[config.mk]
export PLATFORM = sky130hd
export DESIGN_NAME = lane_share_arbiter
export DESIGN_NICKNAME = d
export VERILOG_FILES = /design/src/rtl/lane_share_arbiter.sv
export SDC_FILE = /design/constraint.sdc
export NUM_CORES = 1
export LEC_CHECK = 0
export BUFFER_PORTS_ARGS = -buffer_cell sky130_fd_sc_hd__buf_2
export CAP_MARGIN = 10
export CORE_MARGIN = 5
export CORE_UTILIZATION = 35
export DETAILED_ROUTE_END_ITERATION = 8
export SLEW_MARGIN = 20
export SYNTH_ARGS = -nofsm -noshare
export SYNTH_HDL_FRONTEND = slang
export SYNTH_SLANG_ARGS = --single-unit
[constraint.sdc]
create_clock -name clk -period 8.01 [get_ports clk]
set_input_delay 2.0025 -clock clk [delete_from_list [all_inputs] [get_ports clk]]
set_output_delay 2.0025 -clock clk [all_outputs]
set_load 0.01 [all_outputs]
[src/rtl/lane_share_arbiter.sv]
// Round-robin share of one multi-cycle combinational 12-bit lane between NREQ requesters.
// Optional build macro ARB_FIXED_PRIO_EN: lowest-index valid requester always wins.
module lane_share_arbiter #(
  parameter int NREQ   = 3,
  parameter int SETTLE = 2,
  localparam int ID_W  = (NREQ > 1) ? $clog2(NREQ) : 1
) (
  input  logic                 clk,
  input  logic                 rst_n,
  input  logic [NREQ-1:0]      req_valid,
  output logic [NREQ-1:0]      req_ready,
  input  logic [NREQ*12-1:0]   req_A,
  input  logic [NREQ*12-1:0]   req_B,
  output logic [11:0]          lane_A,
  output logic [11:0]          lane_B,
  input  logic [11:0]          lane_C,
  output logic                 rsp_valid,
  input  logic                 rsp_ready,
  output logic [ID_W-1:0]      rsp_id,
  output logic [11:0]          rsp_C,
  output logic                 busy
);

  localparam int CNT_W = (SETTLE > 1) ? $clog2(SETTLE) : 1;
  localparam logic [CNT_W-1:0] CNT_LOAD = CNT_W'(SETTLE - 1);

  localparam logic [1:0] S_IDLE    = 2'd0;
  localparam logic [1:0] S_SETTLE  = 2'd1;
  localparam logic [1:0] S_CAPTURE = 2'd2;
  localparam logic [1:0] S_RESP    = 2'd3;

  logic [1:0]      state;
  logic [CNT_W-1:0] cnt;
  logic [ID_W-1:0] grant_id;
  logic            win_found;
  logic [ID_W-1:0] win_id;
  logic            accept;

`ifndef ARB_FIXED_PRIO_EN
  logic [ID_W-1:0] rr_ptr;
`endif

  // Search starts at rr_ptr and wraps; fixed-priority build always starts at 0.
  always_comb begin
    int cand;
    cand      = 0;
    win_found = 1'b0;
    win_id    = '0;
    for (int k = 0; k < NREQ; k++) begin
`ifdef ARB_FIXED_PRIO_EN
      cand = k;
`else
      cand = (int'(rr_ptr) + k) % NREQ;
`endif
      if (!win_found && req_valid[cand]) begin
        win_found = 1'b1;
        win_id    = ID_W'(cand);
      end
    end
  end

  // Grant is only offered out of reset and in IDLE.
  assign accept    = rst_n && (state == S_IDLE) && win_found;
  assign req_ready = accept ? (NREQ'(1) << win_id) : '0;
  assign busy      = (state != S_IDLE);

  always_ff @(posedge clk or negedge rst_n) begin
    if (!rst_n) begin
      state     <= S_IDLE;
      cnt       <= '0;
      grant_id  <= '0;
      lane_A    <= '0;
      lane_B    <= '0;
      rsp_valid <= 1'b0;
      rsp_id    <= '0;
      rsp_C     <= '0;
`ifndef ARB_FIXED_PRIO_EN
      rr_ptr    <= '0;
`endif
    end else begin
      case (state)
        S_IDLE: begin
          if (accept) begin
            lane_A   <= req_A[12*win_id +: 12];
            lane_B   <= req_B[12*win_id +: 12];
            grant_id <= win_id;
            cnt      <= CNT_LOAD;
            state    <= S_SETTLE;
          end
        end
        S_SETTLE: begin
          if (cnt == '0) state <= S_CAPTURE;
          else           cnt   <= cnt - 1'b1;
        end
        S_CAPTURE: begin
          rsp_C     <= lane_C;
          rsp_id    <= grant_id;
          rsp_valid <= 1'b1;
          state     <= S_RESP;
        end
        S_RESP: begin
          if (rsp_ready) begin
            rsp_valid <= 1'b0;
`ifndef ARB_FIXED_PRIO_EN
            rr_ptr    <= (grant_id == ID_W'(NREQ - 1)) ? '0 : grant_id + 1'b1;
`endif
            state     <= S_IDLE;
          end
        end
        default: state <= S_IDLE;
      endcase
    end
  end

endmodule

==> results of run 1 <==
==> metrics by stage <==
stage / utilization [%] / cells / hold WS [ns] / power, mW / worst slack, ns
after global placement: 43.3 / 574 / 0.483 / 1.27 / 2.07
after floorplan: - / 360 / 0.448 / 1.05 / 2.66
final: 44.5 / 581 / 0.506 / 1.46 / 1.99
after detailed placement: 43.3 / 574 / 0.490 / 1.29 / 2.03
after CTS: 44.5 / 581 / 0.510 / 1.48 / 2.01
after global routing: 44.5 / 581 / 0.529 / 1.59 / 1.84
==> metal layers <==
metal  global-route usage [%]  vias to the layer above  wire length [um]
met5                        0                        -                 0
li1                         -                     1551                 -
met3                     3.91                       11               789
met4                     4.66                        0               138
met2                     26.5                      146              4390
met1                     23.4                     1492              4500
==> sequential cells by signal, indices dropped and copies added (netlist names) <==
signal	flops
lane_A	12
rsp_valid	1
lane_B	12
cnt	1
rsp_C	12
grant_id	2
rsp_id	2
rr_ptr	2
state	2
==> area by class of cell <==
class                   count  area [um^2]  area share, %
clock buffers               6         82.6           2.02
inverters                   8         30.0          0.734
clock inverters             1         30.0          0.734
flip-flops and latches     46         1150           28.1
multi-input cells         273         1970           48.1
well taps                 111          139           3.39
repair buffers            136          691           16.9
==> cells by family after synthesis <==
group                      Yosys count  synth area share, %
buffers and inverters               41                 5.80
adders and majority gates            9                 3.41
and+or+nand+nor                    148                 26.4
DFF                                 46                 34.9
AOI/OAI and AO/OA                   93                 21.2
muxes                               23                 8.27
==> final timing paths <==
| check | startpoint | endpoint | slack (ns) | cells after the start |
|---|---|---|---|---|
| worst max-delay path | req_valid[1] | req_ready[0] | 1.99 | 7 |
| worst min-delay path | rsp_C[5] | rsp_C[5] | 0.51 | 1 |
| worst max register to register | rr_ptr[1] | lane_A[6] | 4.33 | 8 |
| worst min register to register | rsp_C[5] | rsp_C[5] | 0.51 | 1 |
| max in group asynchronous | rst_n | lane_A[6] | 5.79 | 2 |
| min in group asynchronous | rst_n | rsp_id[0] | 1.80 | 2 |
==> critical path, delay by kind of cell <==
kind,cells,cell delay [ns]
AND/OR/NAND/NOR,2,0.40
AO/OA/AOI/OAI,1,0.26
multiplexers,2,1.08
buffers and inverters,2,0.27
==> power by group <==
part	internal (mW)	leakage (nW)	total, mW	switching (mW)
Clock	0.0999	0.0573	0.177	0.0773
Sequential	0.342	0.565	0.402	0.0606
Combinational	0.390	1.32	0.883	0.493
Total	0.832	1.94	1.46	0.631
==> cells in the mapped netlist, drive strengths merged <==
cell type and count:
a21o 1, nand2b 3, o21bai 2, nand3 25
o211ai 24, nand3b 1, o22ai 2, a221o 25
mux2 18, and2 50, nor2 5, o21a 2
nand4 24, clkbuf 24, a21oi 4, dfrtp 46
ha 9, mux2i 5, nand2 7, inv 8
buf 9, a32oi 1, o31ai 2, nor2b 30
nor3 1, nor3b 1, o21ai 28, o311ai 1
and3b 1, o31a 1
==> summary.txt, run 1 <==
Synth
  • Syn. warnings: 0
  • Post-synth top area share: 34.9%
  • Syn Nets: 459
  • #FFs+latches synth: 46
  • Sequential element share of the synthesized area: 34.9%
  • Cell taking the most area after synthesis: dfrtp_1
  • Avg Synthesized Cell Area: 9.16 um^2
  • Cell variety after synth: 38
  • Leading post-synthesis cells by cell area: dfrtp_1, and2_1, a221o_1, nor2b_1, mux2_2
  • Mapped cell area: 0.00330 mm^2
  • Mapped Cells: 360

Floorplan
  • Site Rows: 35
  • Initial Utilization: 35.9%
  • Die width: 107 um
  • Io pins: 133
  • Core area: 0.00920 mm^2
  • Die Ht: 107 um
  • Die area: 0.0115 mm^2

Finish
  • Nets: 569
  • Final instance area: 0.00409 mm^2
  • Ant diodes: 0
  • Commonest non-fill, non-tap cell in the layout: buf_2
  • Most frequent cells in the layout: buf_2, and2_1, dfrtp_1
  • Share of layout cells above drive strength 1: 35.7%
  • FILL cells: 907
  • Area grow syn2layout: 24.1%

Power
  • Pleak: 1.94 nW
  • PwrDens: 357 mW/mm^2
  • Worst VDD drop: 105 uV

Critical path
  • Crit path required time: 6.01 ns
  • Setup crit end kind: output pin
  • Startpoint Class: primary input
  • CP Max Fanout: 51
  • Crit-path most repeated cell: buf_2
  • Delay of the slowest critical-path stage: 0.82 ns
  • WS Path Type: in -> out
  • Worst Path Arrival: 4.02 ns
  • CP cell instances: buf_2, mux2i_2, mux2_2, a32oi_1, nor2b_2, and2_1, buf_2
  • CP max-delay cell: mux2_2

GRT
  • First-pass GRT wire length: 15800 um
  • GRT overflow: 0
  • Largest net degree at the start of global routing: 57
  • GRT Overall Usage: 16.9%
  • Vias in the first global route: 3164
  • Initial antenna violation count: 0

Clocking
  • H-Tree Depth: 2
  • Max clock buf depth: 2
  • Root Buffer: clkbuf_8
  • CTS tree: built
  • CTS buffer count: 5
  • Number of clock sinks: 46
  • Postcts setup bufs: 0
  • Worst-skew pair later-pin latency: 0.30 ns
  • Hold buffer count at CTS: 0
  • Post-cts resize count: 0
  • Worst-path clk slew: 0.08 ns

Routing
  • # DRC: 0
  • Wire per inst: 16.9 um
  • Via count: 3200
  • Vias per std cell: 5.51
  • Post-Route WL: 9820 um
  • Iter 0 DRT Violations: 169
  • Post-route ant nets: 0
  • Pre-antenna DRT Iters: 4

Placed design
  • HPWL after DPL: 7140 um
  • GP Congestion: 0.834
  • Area after DPL: 0.00398 mm^2
  • Port buffer count: 132

Timing
  • Setup Viol. Count Final: 0
  • RSZ-0062 raised after global routing: false
  • Ratio of final minimum period to clock period: 75.2%
  • Least-Margin Pin Slew: 1.08 ns
  • Endpoints failing hold: 0
  • Slew HR: 27.7%
  • Worst Skew: 0.00585 ns
  • Min Clock Period, post-route: 6.02 ns
  • Max-slew violation count: 0
  • Max Freq: 166 MHz
  • Setup TNS: 0 ns

Worst hold path
  • Min-Delay Path Class: reg -> reg

Job
  • MaxCap Viol Count: 0

Outcome
  • Status: finished, final reports clean
Power figures use the tool's default switching activity.
==> run 2, diff against run 1 <==
--- a/config.mk
+++ b/config.mk
@@ -5,11 +5,13 @@
 export SDC_FILE = /design/constraint.sdc
 export NUM_CORES = 1
 export LEC_CHECK = 0
+export ABC_AREA = 1
 export BUFFER_PORTS_ARGS = -buffer_cell sky130_fd_sc_hd__buf_2
 export CAP_MARGIN = 10
 export CORE_MARGIN = 5
 export CORE_UTILIZATION = 35
 export DETAILED_ROUTE_END_ITERATION = 8
+export PLACE_DENSITY = 0.66
 export SLEW_MARGIN = 20
 export SYNTH_ARGS = -nofsm -noshare
 export SYNTH_HDL_FRONTEND = slang
==> constraint.sdc (replaced) <==
create_clock -name clk -period 5 [get_ports clk]
set_input_delay 1.25 -clock clk [delete_from_list [all_inputs] [get_ports clk]]
set_output_delay 1.25 -clock clk [all_outputs]
set_load 0.01 [all_outputs]
==> summary.txt, run 2 <==
Outcome
  • Status: finished, final reports clean

Critical path
  • Startpoint Class: primary input
  • WS Path Type: in -> out
  • Worst r2r src: rr_ptr[0]
  • CP Max Fanout: 23
  • Crit path required time: 3.75 ns
  • CP Capture Point: req_ready[0]
  • Critical Path Start: req_valid[2]
  • Worst Path Arrival: 2.77 ns
  • R2R depth: 12
  • Setup crit end kind: output pin
  • Worst r2r dst: lane_B[6]
  • FF-to-FF setup slack: 2.38 ns

GRT
  • Initial antenna violation count: 0
  • GRT overflow: 0
  • Largest net degree at the start of global routing: 47
  • GRT Overall Usage: 15.5%
  • First-pass GRT wire length: 12400 um
  • Vias in the first global route: 2743

Finish
  • Ant diodes: 0
  • Final core utilization: 46.3%
  • Area grow syn2layout: 30.6%
  • Final instance area: 0.00353 mm^2
  • Commonest non-fill, non-tap cell in the layout: buf_2
  • Most frequent cells in the layout: buf_2, nand2_1, nand3_1
  • Top flop regs: lane_A x12, lane_B x12, rsp_C x12
  • FILL cells: 784
  • Share of layout cells above drive strength 1: 37.2%
  • Nets: 568

Timing
  • Setup TNS: 0 ns
  • Hold_ws: 0.509 ns
  • Slew HR: 50.8%
  • Setup Viol. Count Final: 0
  • Min Clock Period, post-route: 4.02 ns
  • Ratio of final minimum period to clock period: 80.4%
  • Worst Skew: 0.00809 ns
  • Max-slew violation count: 0
  • Max Freq: 249 MHz
  • Least-Margin Pin Slew: 0.738 ns
  • RSZ-0062 raised after global routing: false
  • Endpoints failing hold: 0

Power
  • Worst VDD drop: 214 uV
  • PwrDens: 630 mW/mm^2
  • Pleak: 1.94 nW
  • Pwr Total: 2.22 mW

Synth
  • Mapped cell area: 0.00270 mm^2
  • Avg Synthesized Cell Area: 7.94 um^2
  • Post-synth EDFFs: 0
  • Leading post-synthesis cells by cell area: dfrtp_1, nand2_1, nand3_1, mux2_2, nor2_1
  • Sequential element share of the synthesized area: 42.6%
  • Synth top cells by count: nand2_1, nand3_1, dfrtp_1
  • Cell variety after synth: 32
  • Asr flop ratio synth: 100%
  • Most used DFF post-synth: dfrtp_1
  • Syn. warnings: 0
  • Most frequent cell after synthesis: nand2_1
  • Syn Nets: 439
  • Mapped Cells: 340
  • #FFs+latches synth: 46
  • Cell taking the most area after synthesis: dfrtp_1
  • Post-synth top area share: 42.6%

Routing
  • Wire per inst: 12.9 um
  • DR top layer: met4
  • Met3 routed WL: 583 um
  • Iter 0 DRT Violations: 83
  • Post-Route WL: 7390 um
  • Routed wire length on met2: 3580 um
  • Post-route ant nets: 0
  • Via count: 2657
  • Pre-antenna DRT Iters: 4
  • Met1 wire length: 3110 um
  • Vias per std cell: 4.65
  • # DRC: 0

Floorplan
  • Die area: 0.00957 mm^2
  • Io pins: 133
  • Site Rows: 32
  • Die Ht: 97.8 um
  • Initial Utilization: 35.5%
  • Core area: 0.00761 mm^2
  • Die width: 97.8 um

Clocking
  • CTS buffer count: 5
  • Postcts setup bufs: 0
  • Post-cts resize count: 0
  • CTS tree: built
  • Worst-skew pair later-pin latency: 0.29 ns
  • Max clock buf depth: 2
  • Worst-path clk slew: 0.08 ns
  • Number of clock sinks: 46
  • Root Buffer: clkbuf_8
  • Hold buffer count at CTS: 0
  • H-Tree Depth: 2

Placed design
  • HPWL after DPL: 5660 um
  • Area after DPL: 0.00342 mm^2
  • GP Congestion: 0.795
  • Port buffer count: 132

Job
  • MaxCap Viol Count: 0

Worst hold path
  • Min-Delay Path Class: reg -> reg
-- run 2: final cells by class --
class	count	area [um^2]	area share, %
well taps	102	128	3.62
flip-flops and latches	46	1150	32.6
clock buffers	6	72.6	2.06
clock inverters	2	37.5	1.06
multi-input cells	248	1330	37.7
repair buffers	135	683	19.4
inverters	33	125	3.55
-- run 2: per-stage QoR --
stage / setup slack, ns / cells
2_1_floorplan: 1.43 / 340
3_3_place_gp: 1.05 / 564
6_report: 0.982 / 572
3_5_place_dp: 0.985 / 564
4_1_cts: 0.978 / 572
5_1_grt: 0.855 / 572
-- run 2: worst max-delay path, stage by stage --
cell and delay [ns]:
buf_2 0.10, inv_1 0.05, o21ai_1 0.27, nand2_4 0.13, nand3b_2 0.12, nand2_4 0.20, nor3_4 0.24, buf_4 0.23
buf_2 0.16
-- run 2: how the worst min path moves through the flow --
| stage | cells after the start | endpoint | from |
|---|---|---|---|
| final | 2 | lane_A[2] | lane_A[2] |
| after global routing | 1 | rsp_C[7] | rsp_C[7] |
| after CTS | 1 | rsp_C[7] | rsp_C[7] |
| after detailed placement | 1 | rsp_C[7] | rsp_C[7] |
| after global placement | 2 | rsp_valid | rsp_valid |
| after floorplan | 2 | rr_ptr[1] | grant_id[0] |
-- run 2: cells by family after synthesis --
kind of cell | after synthesis | share of synthesized area, %
and+or+nand+nor | 206 | 35.5
buffers and inverters | 46 | 8.15
DFF | 46 | 42.6
AOI/OAI and AO/OA | 21 | 4.50
muxes | 12 | 5.00
adders and majority gates | 9 | 4.17
-- run 2: per-layer routing --
layer | track usage (%) | up-vias
met5 | 0 | -
met4 | 5.01 | 0
met3 | 4.64 | 9
met2 | 27.3 | 102
met1 | 18.0 | 1202
li1 | - | 1344
-- run 2: report_power, final --
| group | internal (mW) | switching (mW) | total [mW] |
|---|---|---|---|
| Combinational | 0.493 | 0.800 | 1.29 |
| Sequential | 0.556 | 0.0950 | 0.651 |
| Clock | 0.149 | 0.127 | 0.276 |
==> run 3, diff against run 2 <==
--- a/config.mk
+++ b/config.mk
@@ -11,7 +11,6 @@
 export CORE_MARGIN = 5
 export CORE_UTILIZATION = 35
 export DETAILED_ROUTE_END_ITERATION = 8
-export PLACE_DENSITY = 0.66
 export SLEW_MARGIN = 20
 export SYNTH_ARGS = -nofsm -noshare
 export SYNTH_HDL_FRONTEND = slang
==> constraint.sdc (replaced) <==
create_clock -name clk -period 3.8 [get_ports clk]
set_input_delay 0.95 -clock clk [delete_from_list [all_inputs] [get_ports clk]]
set_output_delay 0.95 -clock clk [all_outputs]
set_load 0.01 [all_outputs]
==> summary.txt, run 3 (synthesis results as in run 2) <==
Outcome
  • Status: finished, final reports clean

Clocking
  • Worst-path clk slew: 0.09 ns
  • H-Tree Depth: 2
  • Max clock buf depth: 2
  • Root Buffer: clkbuf_8
  • CTS buffer count: 5
  • Number of clock sinks: 46
  • Post-cts resize count: 0
  • CTS tree: built
  • Hold buffer count at CTS: 0
  • Worst-skew pair later-pin latency: 0.30 ns
  • Postcts setup bufs: 0

Job
  • MaxCap Viol Count: 0

Finish
  • Commonest non-fill, non-tap cell in the layout: buf_2
  • Ant diodes: 0
  • Top flop regs: lane_A x12, lane_B x12, rsp_C x12
  • Nets: 569
  • Cell Count, Final, Fillers Out: 573
  • Final instance area: 0.00354 mm^2
  • Most frequent cells in the layout: buf_2, nand2_1, nand3_1
  • Area grow syn2layout: 31.0%
  • Share of layout cells above drive strength 1: 37.6%

Critical path
  • FF-to-FF setup slack: 1.20 ns
  • R2R depth: 12
  • CP Max Fanout: 23
  • Worst Path Arrival: 2.40 ns
  • Setup crit end kind: output pin
  • WS Path Type: reg -> out
  • Worst r2r dst: lane_A[4]
  • Worst r2r src: rr_ptr[0]
  • Crit path required time: 2.85 ns
  • Critical Path Start: rr_ptr[0]
  • Startpoint Class: register

Placed design
  • Area after DPL: 0.00342 mm^2
  • Pre-CTS setup slack: 0.574 ns
  • GP Congestion: 0.837
  • HPWL after DPL: 5660 um
  • Dpl cells: 565
  • Port buffer count: 132

Timing
  • Ratio of final minimum period to clock period: 88.1%
  • Worst Skew: 0.00707 ns
  • Min Clock Period, post-route: 3.35 ns
  • Slew HR: 52.2%
  • Max-slew violation count: 0
  • Final WS setup: 0.451 ns
  • Least-Margin Pin Slew: 0.717 ns
  • RSZ-0062 raised after global routing: false
  • Setup TNS: 0 ns
  • Max Freq: 299 MHz
  • Endpoints failing hold: 0
  • Setup Viol. Count Final: 0

Floorplan
  • Io pins: 133
  • Site Rows: 32
  • Die area: 0.00957 mm^2
  • Die Ht: 97.8 um
  • Initial Utilization: 35.5%
  • Die width: 97.8 um
  • Core area: 0.00761 mm^2

GRT
  • GRT overflow: 0
  • Largest net degree at the start of global routing: 47
  • GRT Overall Usage: 15.3%
  • Vias in the first global route: 2647
  • Initial antenna violation count: 0
  • First-pass GRT wire length: 12100 um

Routing
  • Vias per std cell: 4.57
  • Pre-antenna DRT Iters: 4
  • Wire per inst: 12.9 um
  • Iter 0 DRT Violations: 85
  • Via count: 2616
  • Post-route ant nets: 0
  • # DRC: 0
  • Post-Route WL: 7410 um

Power
  • Logic gate share of total power: 58.1%
  • Clock power frac: 12.8%
  • P_int: 1.58 mW
  • Worst VDD drop: 292 uV
  • Pleak: 1.95 nW
  • Register share of total power: 29.2%
  • NetSw: 1.36 mW
  • PwrDens: 830 mW/mm^2
  • Switching portion of total power: 46.2%

Worst hold path
  • Min-Delay Path Class: reg -> reg
  • Hold path start: rsp_C[8]
  • Worst Hold End: rsp_C[8]
  • Hold depth: 1
==> run 3: cell types whose count changed in the layout (fill, tap and decap cells not counted), sizes merged <==
cell,previous run,this run
buf,135,136
clkinv,4,5
inv,29,30
clkbuf,6,5
clkinvlp,1,0
==> run 3: metal layers <==
| layer | up-vias | GRT usage, % | wire (um) |
|---|---|---|---|
| li1 | 1338 | - | - |
| met1 | 1173 | 18.2 | 3180 |
| met2 | 92 | 27.2 | 3630 |
| met3 | 13 | 3.57 | 484 |
| met4 | 0 | 4.69 | 116 |
| met5 | - | 0 | 0 |
==> run 3: how the worst max path moves through the flow <==
| stage | to | slack (ns) |
|---|---|---|
| 5_1_grt | req_ready[0] | 0.30 |
| 6_report | req_ready[0] | 0.45 |
| 3_3_place_gp | req_ready[0] | 0.63 |
| 2_1_floorplan | req_ready[0] | 0.83 |
| 3_5_place_dp | req_ready[0] | 0.57 |
| 4_1_cts | req_ready[0] | 0.44 |
==> run 3: power groups by stage <==
stage          registers [mW]  logic [mW]  clock network (mW)
3_3_place_gp            0.861        1.70                   0
2_1_floorplan           0.956        1.17                   0
3_5_place_dp            0.863        1.72                   0
4_1_cts                 0.858        1.73               0.387
6_report                0.856        1.70               0.375
5_1_grt                 0.888        1.92               0.407
==> run 3: critical path: stages, from the launching register on <==
cell and delay [ns]:
dfrtp_1 0.40, inv_1 0.09, ha_1 0.37, inv_1 0.17, nand3_1 0.11, nand2_2 0.12, nand3b_2 0.16, nand2_4 0.21
nor3_4 0.28, buf_2 0.17
==> run 3: final cells by class <==
type	count	area [um^2]
fill	776	4070
timing repair buffer	136	691
multi-input combinational	248	1330
sequential	46	1150
tap	102	128
clock inverter	3	43.8
clock buffer	5	68.8
inverter	33	125
==> run 3: stage by stage <==
step	total power, mW	utilization [%]	hold slack (ns)
2_1_floorplan	2.13	-	0.478
3_3_place_gp	2.56	45.0	0.485
3_5_place_dp	2.59	45.0	0.491
4_1_cts	2.97	46.5	0.513
5_1_grt	3.22	46.5	0.529
6_report	2.94	46.5	0.507
